**config.mk**
```make
export PLATFORM = sky130hd
export DESIGN_NAME = fft_stage_sequencer
export DESIGN_NICKNAME = d
export VERILOG_FILES = /design/src/rtl/fft_stage_sequencer.sv
export SDC_FILE = /design/constraint.sdc
export NUM_CORES = 1
export LEC_CHECK = 0
export ABC_AREA = 1
export BUFFER_PORTS_ARGS = -buffer_cell sky130_fd_sc_hd__buf_2
export CAP_MARGIN = 5
export CORE_ASPECT_RATIO = 0.9
export CORE_MARGIN = 4
export CORE_UTILIZATION = 46
export CTS_CLUSTER_SIZE = 12
export DETAILED_ROUTE_END_ITERATION = 12
export PLACE_DENSITY = 0.79
export RECOVER_POWER = 100
export SYNTH_ARGS = -nofsm -noshare
export SYNTH_HDL_FRONTEND = slang
export SYNTH_SLANG_ARGS = --single-unit
export TNS_END_PERCENT = 5
```
**constraint.sdc**
```tcl
create_clock -name clk -period 1.4 [get_ports clk]
set_input_delay 0 -clock clk [delete_from_list [all_inputs] [get_ports clk]]
set_output_delay 0 -clock clk [all_outputs]
set_load 0.005 [all_outputs]
```
**src/rtl/fft_stage_sequencer.sv**
```systemverilog
// Stage/slot sequencer for the 4-MAC radix-2 butterfly datapath of the 32-point FFT:
// issue control, per-MAC twiddle addresses, ping-pong bank selects and write-back tags.
module fft_stage_sequencer #(
    parameter int N_POINTS = 32,
    parameter int LOG2N    = 5,
    parameter int NUM_MAC  = 4,
    parameter int MAC_LAT  = 2,
    parameter int TW_AW    = 4
) (
    input  logic                     clk,
    input  logic                     reset,
    input  logic                     start,
    input  logic                     stall,
    output logic [1:0]               mac_sel,
    output logic [2:0]               stage,
    output logic                     issue_valid,
    output logic [NUM_MAC*TW_AW-1:0] tw_addr,
    output logic                     wb_valid,
    output logic [1:0]               wb_sel,
    output logic [2:0]               wb_stage,
    output logic                     rd_bank,
    output logic                     wr_bank,
    output logic                     busy,
    output logic                     done
);

    localparam int         SLOTS      = N_POINTS / (2 * NUM_MAC);
    localparam logic [1:0] LAST_SLOT  = 2'(SLOTS - 1);
    localparam logic [2:0] LAST_STAGE = 3'(LOG2N - 1);
    localparam int         CNT_W      = $clog2(MAC_LAT + 1);
    localparam int         WB_W       = 6;

    typedef enum logic [1:0] {
        S_IDLE  = 2'd0,
        S_RUN   = 2'd1,
        S_DRAIN = 2'd2,
        S_DONE  = 2'd3
    } state_t;

    state_t           state_q, state_d;
    logic [1:0]       mac_sel_q, mac_sel_d;
    logic [2:0]       stage_q, stage_d;
    logic             rd_bank_q, rd_bank_d;
    logic             busy_q, busy_d;
    logic             done_q, done_d;
    logic [CNT_W-1:0] drain_q, drain_d;
    logic [WB_W-1:0]  wb_pipe_q [MAC_LAT];
    logic [WB_W-1:0]  wb_pipe_d [MAC_LAT];
    logic             issue;

    // Butterfly b = sel*NUM_MAC + m uses twiddle (b mod 2^stg) scaled to the full ROM range.
    function automatic logic [TW_AW-1:0] tw_calc(input logic [1:0] sel,
                                                 input logic [2:0] stg,
                                                 input int         m);
        int b;
        int j;
        b = int'(sel) * NUM_MAC + m;
        j = b & ((1 << int'(stg)) - 1);
        return TW_AW'(j << (LOG2N - 1 - int'(stg)));
    endfunction

    assign issue = (state_q == S_RUN) && !stall;

    always_comb begin
        state_d   = state_q;
        mac_sel_d = mac_sel_q;
        stage_d   = stage_q;
        rd_bank_d = rd_bank_q;
        drain_d   = drain_q;
        case (state_q)
            S_IDLE: begin
                if (start) begin
                    state_d   = S_RUN;
                    mac_sel_d = 2'd0;
                    stage_d   = 3'd0;
                    rd_bank_d = 1'b0;
                end
            end
            S_RUN: begin
                if (!stall) begin
                    if (mac_sel_q == LAST_SLOT) begin
                        state_d = S_DRAIN;
                        drain_d = CNT_W'(MAC_LAT);
                    end else begin
                        mac_sel_d = mac_sel_q + 2'd1;
                    end
                end
            end
            S_DRAIN: begin
                if (drain_q == CNT_W'(1)) begin
                    if (stage_q < LAST_STAGE) begin
                        state_d   = S_RUN;
                        stage_d   = stage_q + 3'd1;
                        mac_sel_d = 2'd0;
                        rd_bank_d = ~rd_bank_q;
                    end else begin
                        state_d = S_DONE;
                    end
                end else begin
                    drain_d = drain_q - CNT_W'(1);
                end
            end
            S_DONE: begin
                state_d = S_IDLE;
            end
            default: begin
                state_d = S_IDLE;
            end
        endcase
        busy_d = (state_d == S_RUN) || (state_d == S_DRAIN);
        done_d = (state_d == S_DONE);
    end

    // Write-back tags advance every cycle so results line up with their issue slot.
    always_comb begin
        for (int i = MAC_LAT - 1; i > 0; i--) begin
            wb_pipe_d[i] = wb_pipe_q[i-1];
        end
        wb_pipe_d[0] = {issue, mac_sel_q, stage_q};
    end

    always_ff @(posedge clk or negedge reset) begin
        if (!reset) begin
            state_q   <= S_IDLE;
            mac_sel_q <= 2'd0;
            stage_q   <= 3'd0;
            rd_bank_q <= 1'b0;
            busy_q    <= 1'b0;
            done_q    <= 1'b0;
            drain_q   <= '0;
            for (int i = 0; i < MAC_LAT; i++) begin
                wb_pipe_q[i] <= '0;
            end
        end else begin
            state_q   <= state_d;
            mac_sel_q <= mac_sel_d;
            stage_q   <= stage_d;
            rd_bank_q <= rd_bank_d;
            busy_q    <= busy_d;
            done_q    <= done_d;
            drain_q   <= drain_d;
            for (int i = 0; i < MAC_LAT; i++) begin
                wb_pipe_q[i] <= wb_pipe_d[i];
            end
        end
    end

    always_comb begin
        tw_addr = '0;
        for (int m = 0; m < NUM_MAC; m++) begin
            tw_addr[m*TW_AW +: TW_AW] = tw_calc(mac_sel_q, stage_q, m);
        end
    end

    assign mac_sel     = mac_sel_q;
    assign stage       = stage_q;
    assign issue_valid = issue;
    assign wb_valid    = wb_pipe_q[MAC_LAT-1][5];
    assign wb_sel      = wb_pipe_q[MAC_LAT-1][4:3];
    assign wb_stage    = wb_pipe_q[MAC_LAT-1][2:0];
    assign rd_bank     = rd_bank_q;
    assign wr_bank     = ~rd_bank_q;
    assign busy        = busy_q;
    assign done        = done_q;

endmodule
```
# Yosys cells after proc, flatten, opt, wreduce, memory -nomap -nowiden
# Index checks and enable logic that the tools add are counted.
[totals]
regBits = 24
in_bits = 4
wordCells = 77
[op_classes]
n_addsub = 8
order_cmp = 1
n_eq_ne = 15
shifts = 5
n_mux = 24
bitwise_logic = 5
n_reduce_logical = 10
[op_table]
columns = ["cell", "n"]
rows = [
  ["$shl 32x32->4", 4],
  ["$and 6x32->32", 3],
  ["$and 5x32->32", 1],
  ["$shl 1x3->32 const A", 1],
  ["$sub 32x2->32 const B", 1],
  ["$mux 2", 13],
  ["$ne 2x2->1 const B", 6],
  ["$add 4x2->5 const B", 2],
  ["$eq 2x2->1 const B", 5],
  ["$mux 3", 3],
  ["$pmux 2 s4", 1],
  ["$reduce_and 4->1", 2],
  ["$eq 2x1->1 const B", 3],
  ["$pmux 2 s3", 1],
  ["$pmux 3 s2", 1],
  ["$reduce_and 6->1", 1],
  ["$add 4x1->5 const B", 1],
  ["$pmux 2 s2", 1],
  ["$reduce_bool 2->1", 2],
  ["$sub 3x3->4 const A", 1],
  ["$add 3x1->3 const B", 1],
  ["$lt 3x3->1 const B", 1],
  ["$mux 1", 3],
  ["$reduce_bool 3->1", 1],
  ["9 further kinds", 9],
]

# Depth between registers and ports, before layout
# Gate-level depths: netlist of run 1.
[logic_depth]
depth_word = 6
ltp_mapped = 11

# Least setup slack after synthesis of run 1
# Ideal clock, no wire load.
[synth_path]
kind = "flip-flop to flip-flop"
start = "register stage_q[0] (netlist: stage[0])"
end = "register busy_q (netlist: busy)"
setup_time_ns = 0.126
arrival_time_ns = 1.467
required_time_ns = 1.274
path_slack_ns = -0.193
path_stages_with_launch = 9
n_path_buf = 0
synth_period_minus_slack_ns = 1.593
cell_sequence = "dfrtp_1 > inv_1 > ha_1 > ha_1 > nor2_2 > nand2_1 > nand2_1 > o21ai_0 > ha_1"
[synth_between]
elab_chain_cells = 6
word_cells_on_any_way = 7
classes_between = "order compare: 1; eq/ne: 2; mux: 3; reduce/logical: 1"
[synth_rtl]
columns = ["element", "line", "source"]
rows = [
  ["start, declared", "42", "logic [2:0] stage_q, stage_d;"],
  ["start signal, assigned", "137", "stage_q <= stage_d;"],
  ["$lt 3x3->1 (*)", "91", "if (stage_q < LAST_STAGE) begin"],
  ["$mux 2 (*)", "91", ""],
  ["$mux 2 (*)", "90", "if (drain_q == CNT_W'(1)) begin"],
  ["$pmux 2 s4 (*)", "70", "case (state_q)"],
  ["net state_d[1]", "40", "state_t state_q, state_d;"],
  ["$eq 2x1->1 or $eq 2x2->1 (tied branches)", "110", "busy_d = (state_d == S_RUN) || (state_d == S_DRAIN);"],
  ["$logic_or 1x1->1 (*)", "110", ""],
  ["net busy_d", "44", "logic busy_q, busy_d;"],
  ["end signal, assigned", "139", "busy_q <= busy_d;"],
  ["end, declared", "44", ""],
]
# The timed path passes the listed nets; every way through them passes the cells marked *.
# A chain may end at the register's enable or synchronous reset.

# Worst setup path in the final report of run 1
[layout_path]
start = "register stage_q[0] (netlist: stage[0])"
end = "output port tw_addr[15]"
[layout_between]
elab_chain_cells = 4
word_cells_on_any_way = 5
classes_between = "add/sub: 2; shift: 2; bitwise: 1"
[layout_rtl]
columns = ["element", "line", "source"]
rows = [
  ["$shl 1x3->32", "58", "j = b & ((1 << int'(stg)) - 1);"],
  ["$sub 32x2->32", "58", ""],
  ["$and 6x32->32", "58", ""],
  ["$shl 32x32->4 (*)", "59", "return TW_AW'(j << (LOG2N - 1 - int'(stg)));"],
  ["end, declared", "17", "output logic [NUM_MAC*TW_AW-1:0] tw_addr,"],
]
# Mark *: on every way between the ends. The rest lies on a longest branch, timed or not.

==> flow_summary.toml, run 1 <==
[placement]
pre_cts_ws_ps = -181
dp_hpwl_um = 2110
post_dp_cell_area_sq_um = 1570
place_congestion = 0.853
io_buffers = 32

[setup_path]
crit_fanout = 4
worstPathRequired_ps = 1400
crit_type = "register to output port"
reg2reg_depth = 9
rrSetupSlack_ps = -270
endpoint = "tw_addr[15]"
critical_path_arrival_ps = 1930
crit_path_end_kind = "output port"
r2r_start = "stage[0]"
r2r-end = "stage[1]"
start_kind = "register"
cp-startpoint = "stage[0]"

[power]
power_density_nw_per_um2 = 1340
leakage_uw = 0.000934
ir_drop_v = 0.000932

[timing]
whs_ps = 83.9
timing.fmax_mhz = 518
setup_violations = 21
fin_crit_ps = 1930
slew_violations = 0
setup_slack_ps = -530
worstMarginPinSlew_ps = 566
relSlewSlack = 0.623
rsz0062_at_grt = "yes"
final.setup.tns_ps = -7330
fin_skew_ps = 6.08
hold_violations = 0
min_period_over_period = 1.38

[global_route]
grt_usage = 0.160
grt_pass1_vias = 1112
antenna_found_initial = 0
grt_max_degree = 25
grt_first_pass_wirelength_um = 4740
gr-total-overflow = 0

[logic_synthesis]
synth_seq_cells = 24
syn_area_sq_um = 1290
avgSynthCellArea_sq_um = 8.78
synth_top_area_frac = 0.466
yosysTopAreaCell = "dfrtp_1"
ys_types = 23
syn_inst = 147
synth-warning-count = 0
seq_area_frac_synth = 0.466
netlist_top_cells_area = "dfrtp_1 (47%), ha_1 (11%), nand2_1 (7.0%)"

[floorplan]
rows = 17
start_util = 0.501
die-height_um = 58.2
core_area_sq_um = 2570
die_area_sq_um = 3720
chipWidth_um = 63.8
pin_count = 36

[status]
violations = "setup timing"
outcome = "finished, violations left"

[clocking]
clk_latency_ps = 310
ctsLongestPathBuffers = 2
cts_sinks = 24
numCtsBuffers = 3
cts_tree = "built"
clock-root-buffer = "clkbuf_4"
clk_pin_slew_ps = 130
htreeDepth = 1

[finish]
area_growth_pct = 36.3
diodes = 0
post-route-util = 0.683
final_cell_area_sq_um = 1760
drive_above_1_share = 0.449
fin_nets = 212
layout.cells.most_common_list = "buf_2 (31), dfrtp_1 (24), nand2_1 (18)"
final_common_cell = "buf_2"

[job]
drv_cap = 0

[detailed_routing]
wl_um = 2860
dr.pass1.iters = 4
drc_errors = 0
post_drt_wl_per_cell_um = 12.2
vias = 1150
drt.antenna.violating_nets = 0
viasPerCell = 4.91
drtIter0Drc = 59

[worst_hold_path]
hold_path_class = "input port to register"
-- cells by family after synthesis --
logic type                 share of synthesized area
AOI/OAI and AO/OA                             0.0931
and+or+nand+nor                                0.210
DFF                                            0.466
buffers and inverters                          0.122
other                                        0.00291
adders and majority gates                      0.107
-- worst min-delay path by stage --
stage | startpoint | slack, ps | to | cells past startpoint
3_5_place_dp | reset | 2 | wb_stage[2] | 1
2_1_floorplan | reset | -300 | busy | 0
4_1_cts | start | 60 | state_q[0] | 3
5_1_grt | start | 70 | state_q[0] | 3
6_report | start | 80 | state_q[0] | 3
3_3_place_gp | reset | -7 | wb_valid | 1
-- state kept, by name (all words and copies together), names as in the netlist --
signal	cells
busy	1
mac_sel	2
rd_bank	1
wb_pipe_d	6
wb_stage	3
wb_valid	1
wb_sel	2
stage	3
done	1
state_q	2
drain_q	2
-- metrics by stage --
step | total power (uW) | instances
floorplan | 1500 | 149
global placement | 1740 | 223
detailed placement | 1790 | 223
global route | 2530 | 234
finish | 2360 | 234
CTS | 2320 | 230
-- cells in the mapped netlist --
| cell | count |
|---|---|
| inv_1 | 20 |
| buf_4 | 9 |
| a22oi_1 | 1 |
| nand3_1 | 10 |
| o21ai_0 | 4 |
| or2_0 | 1 |
| o21ai_2 | 1 |
| nand2_1 | 24 |
| a31oi_1 | 1 |
| nand3b_1 | 1 |
| nor2_2 | 5 |
| nand2_2 | 1 |
| nand4_1 | 3 |
| dfrtp_1 | 24 |
| o21ai_1 | 9 |
| nor2_1 | 9 |
| ha_1 | 11 |
| a21oi_1 | 5 |
| inv_2 | 4 |
| o31ai_1 | 1 |
| nor3_4 | 1 |
| nand3_2 | 1 |
| conb_1 | 1 |
-- per-layer routing --
metal | up-vias | track usage | wire (um)
met5 | - | 0 | 0
met4 | 0 | 0.0308 | 18
met3 | 4 | 0.0465 | 160
met2 | 35 | 0.286 | 1470
met1 | 547 | 0.193 | 1210
li1 | 564 | - | -
-- what timing repair did --
item,in CTS,in global routing
setup endpoints to repair,23,25
hold buffers,2,0
gates resized for setup,15,8
hold endpoints to repair,26,0
pin swaps,14,6
setup buffers,1,4
-- critical path, cell delays in order (launching register included) --
cell,delay (ps)
dfrtp_1,430
inv_2,70
ha_4,180
ha_4,160
inv_4,60
ha_4,190
inv_2,60
nand2_2,80
a31oi_1,160
nand2_1,70
inv_1,50
buf_2,100
-- final cells by class --
cell class / count / area (sq um)
inverter: 24 / 92.6
clock buffer: 3 / 22.5
fill: 188 / 816
timing repair buffer: 52 / 312
sequential: 24 / 601
tap: 38 / 47.5
clock inverter: 1 / 30.0
multi-input combinational: 92 / 653
-- power by group --
group          switching [uW]  internal (uW)  total [uW]
clock network             200            289         489
registers                70.1            849         919
logic                     562            388         949
No activity file was read; power rests on OpenSTA's default activity.
==> inputs of run 2 (changes only) <==
Clock period 1.4 ns to 1.7 ns, I/O delays scaled along.
==> run 2 against run 1 <==
  * The run still ends with setup timing left
  * Utilization is 4.3 points lower
  * Final cell count is 3.4% lower
  * Register-to-register slack better by 170 ps
  * Global-route usage is 0.91 points higher
  * Design area is 6.3% lower
  * Wire length is 8.5% higher
==> flow_summary.toml, run 2 (synthesis results as in run 1) <==
[status]
outcome = "finished, violations left"
violations = "setup timing"

[detailed_routing]
viasPerCell = 5.00
dr.pass1.iters = 4
drt.antenna.violating_nets = 0
vias = 1130
wl_um = 3100
wl_met2_um = 1650
wl_met1_um = 1220
post_drt_wl_per_cell_um = 13.7
drc_errors = 0
route.top_layer_used = "met4"
drtIter0Drc = 57
wl_met3_um = 194

[setup_path]
crit_type = "register to output port"
start_kind = "register"
crit_path_end_kind = "output port"
path_delay_family = "simple AND/OR/NAND/NOR gates"
crit_fanout = 4
worstPathRequired_ps = 1700
slowest_delay_ps = 410
critical_path_arrival_ps = 1950
crit_top_cell = "nand3_2"
cp_slowest_cell = "dfrtp_1"
path_buf_inv = 3
path_cells = "buf_4 > ha_2 > nand2_2 > ha_4 > nand3_2 > nand4_1 > nand3_2 > nand2_1 > inv_1 > buf_2"

[finish]
diodes = 0
post-route-util = 0.640
area_growth_pct = 27.6
fin_nets = 204
final_common_cell = "buf_2"
fillerInstances = 200
drive_above_1_share = 0.356
largest_register_ffs = 6
layout.cells.most_common_list = "buf_2 (24), dfrtp_1 (23), nand2_1 (19)"

[timing]
fin_crit_ps = 1950
fin_skew_ps = 1.68
rsz0062_at_grt = "yes"
setup_violations = 17
whs_ps = 54.6
timing.fmax_mhz = 514
worstMarginPinSlew_ps = 1210
min_period_over_period = 1.14
hold_violations = 0
slew_violations = 0
setup_slack_ps = -245
relSlewSlack = 0.196

[floorplan]
rows = 17
die-height_um = 58.2
pin_count = 36
start_util = 0.501
chipWidth_um = 63.8
die_area_sq_um = 3720
core_area_sq_um = 2570

[global_route]
grt_usage = 0.169
grt_pass1_vias = 1108
antenna_found_initial = 0
gr-total-overflow = 0
grt_max_degree = 25
grt_first_pass_wirelength_um = 4950

[clocking]
ctsLongestPathBuffers = 2
clock-root-buffer = "clkbuf_4"
htreeDepth = 1
cts_sinks = 24
numCtsBuffers = 3
cts_tree = "built"
clk_pin_slew_ps = 130
clk_latency_ps = 320

[power]
ir_drop_v = 0.000869
power_density_nw_per_um2 = 1150
leakage_uw = 0.000856

[placement]
pre_cts_ws_ps = -30.1
place_congestion = 0.862
dp_hpwl_um = 2000
io_buffers = 32

[job]
drv_cap = 0

[worst_hold_path]
hold_path_class = "input port to register"
[run 2: tightest hold or removal path, stage by stage]
cell	delay [ps]
buf_2	90
nor2_2	60
a21oi_1	170
[run 2: final cells by class]
cell class	instances	area, sq um	area share
sequential	24	602	0.366
inverter	24	95.1	0.0578
tap	38	47.5	0.0289
multi-input combinational	92	604	0.367
clock buffer	3	22.5	0.0137
timing repair buffer	44	245	0.149
clock inverter	1	30.0	0.0182
[run 2: final timing paths]
check | start | end | slack [ps] | cells past startpoint
worst max register to register | stage[1] | mac_sel[0] | -100 | 10
worst min register to register | wb_pipe_d[3] | wb_sel[0] | 360 | 0
max in group asynchronous | reset | stage[2] | 480 | 2
min in group asynchronous | reset | wb_sel[1] | 430 | 2
worst max-delay path | stage[0] | tw_addr[11] | -250 | 10
worst min-delay path | start | state_q[0] | 50 | 3
[run 2: timing repair]
item	in CTS	in global routing
endpoints found under the setup margin	13	21
hold endpoints to repair	26	0
setup buffers	5	0
pin swaps	12	3
hold buffers	2	0
gates resized for setup	19	9
[run 2: metrics by stage]
| step | TNS [ps] | instance area (sq um) | total power [uW] | std cells |
|---|---|---|---|---|
| finish | -2240 | 1650 | 1890 | 226 |
| detailed placement | -46.0 | 1480 | 1380 | 215 |
| global route | -3810 | 1650 | 2020 | 226 |
| floorplan | 0 | 1300 | 1210 | 149 |
| global placement | 0 | 1480 | 1340 | 215 |
| CTS | -1610 | 1640 | 1860 | 226 |
[run 2: routing by layer]
layer,track usage,up-vias
li1,-,545
met2,0.311,47
met3,0.0446,6
met1,0.194,532
met5,0,-
met4,0.0462,0
[run 2: report_power, final]
group          leakage (uW)  internal, uW  total (uW)  switching (uW)
clock             0.0000279           239         410             171
combinational      0.000513           270         702             432
sequential         0.000316           699         777            77.6
total              0.000856          1210        1890             681
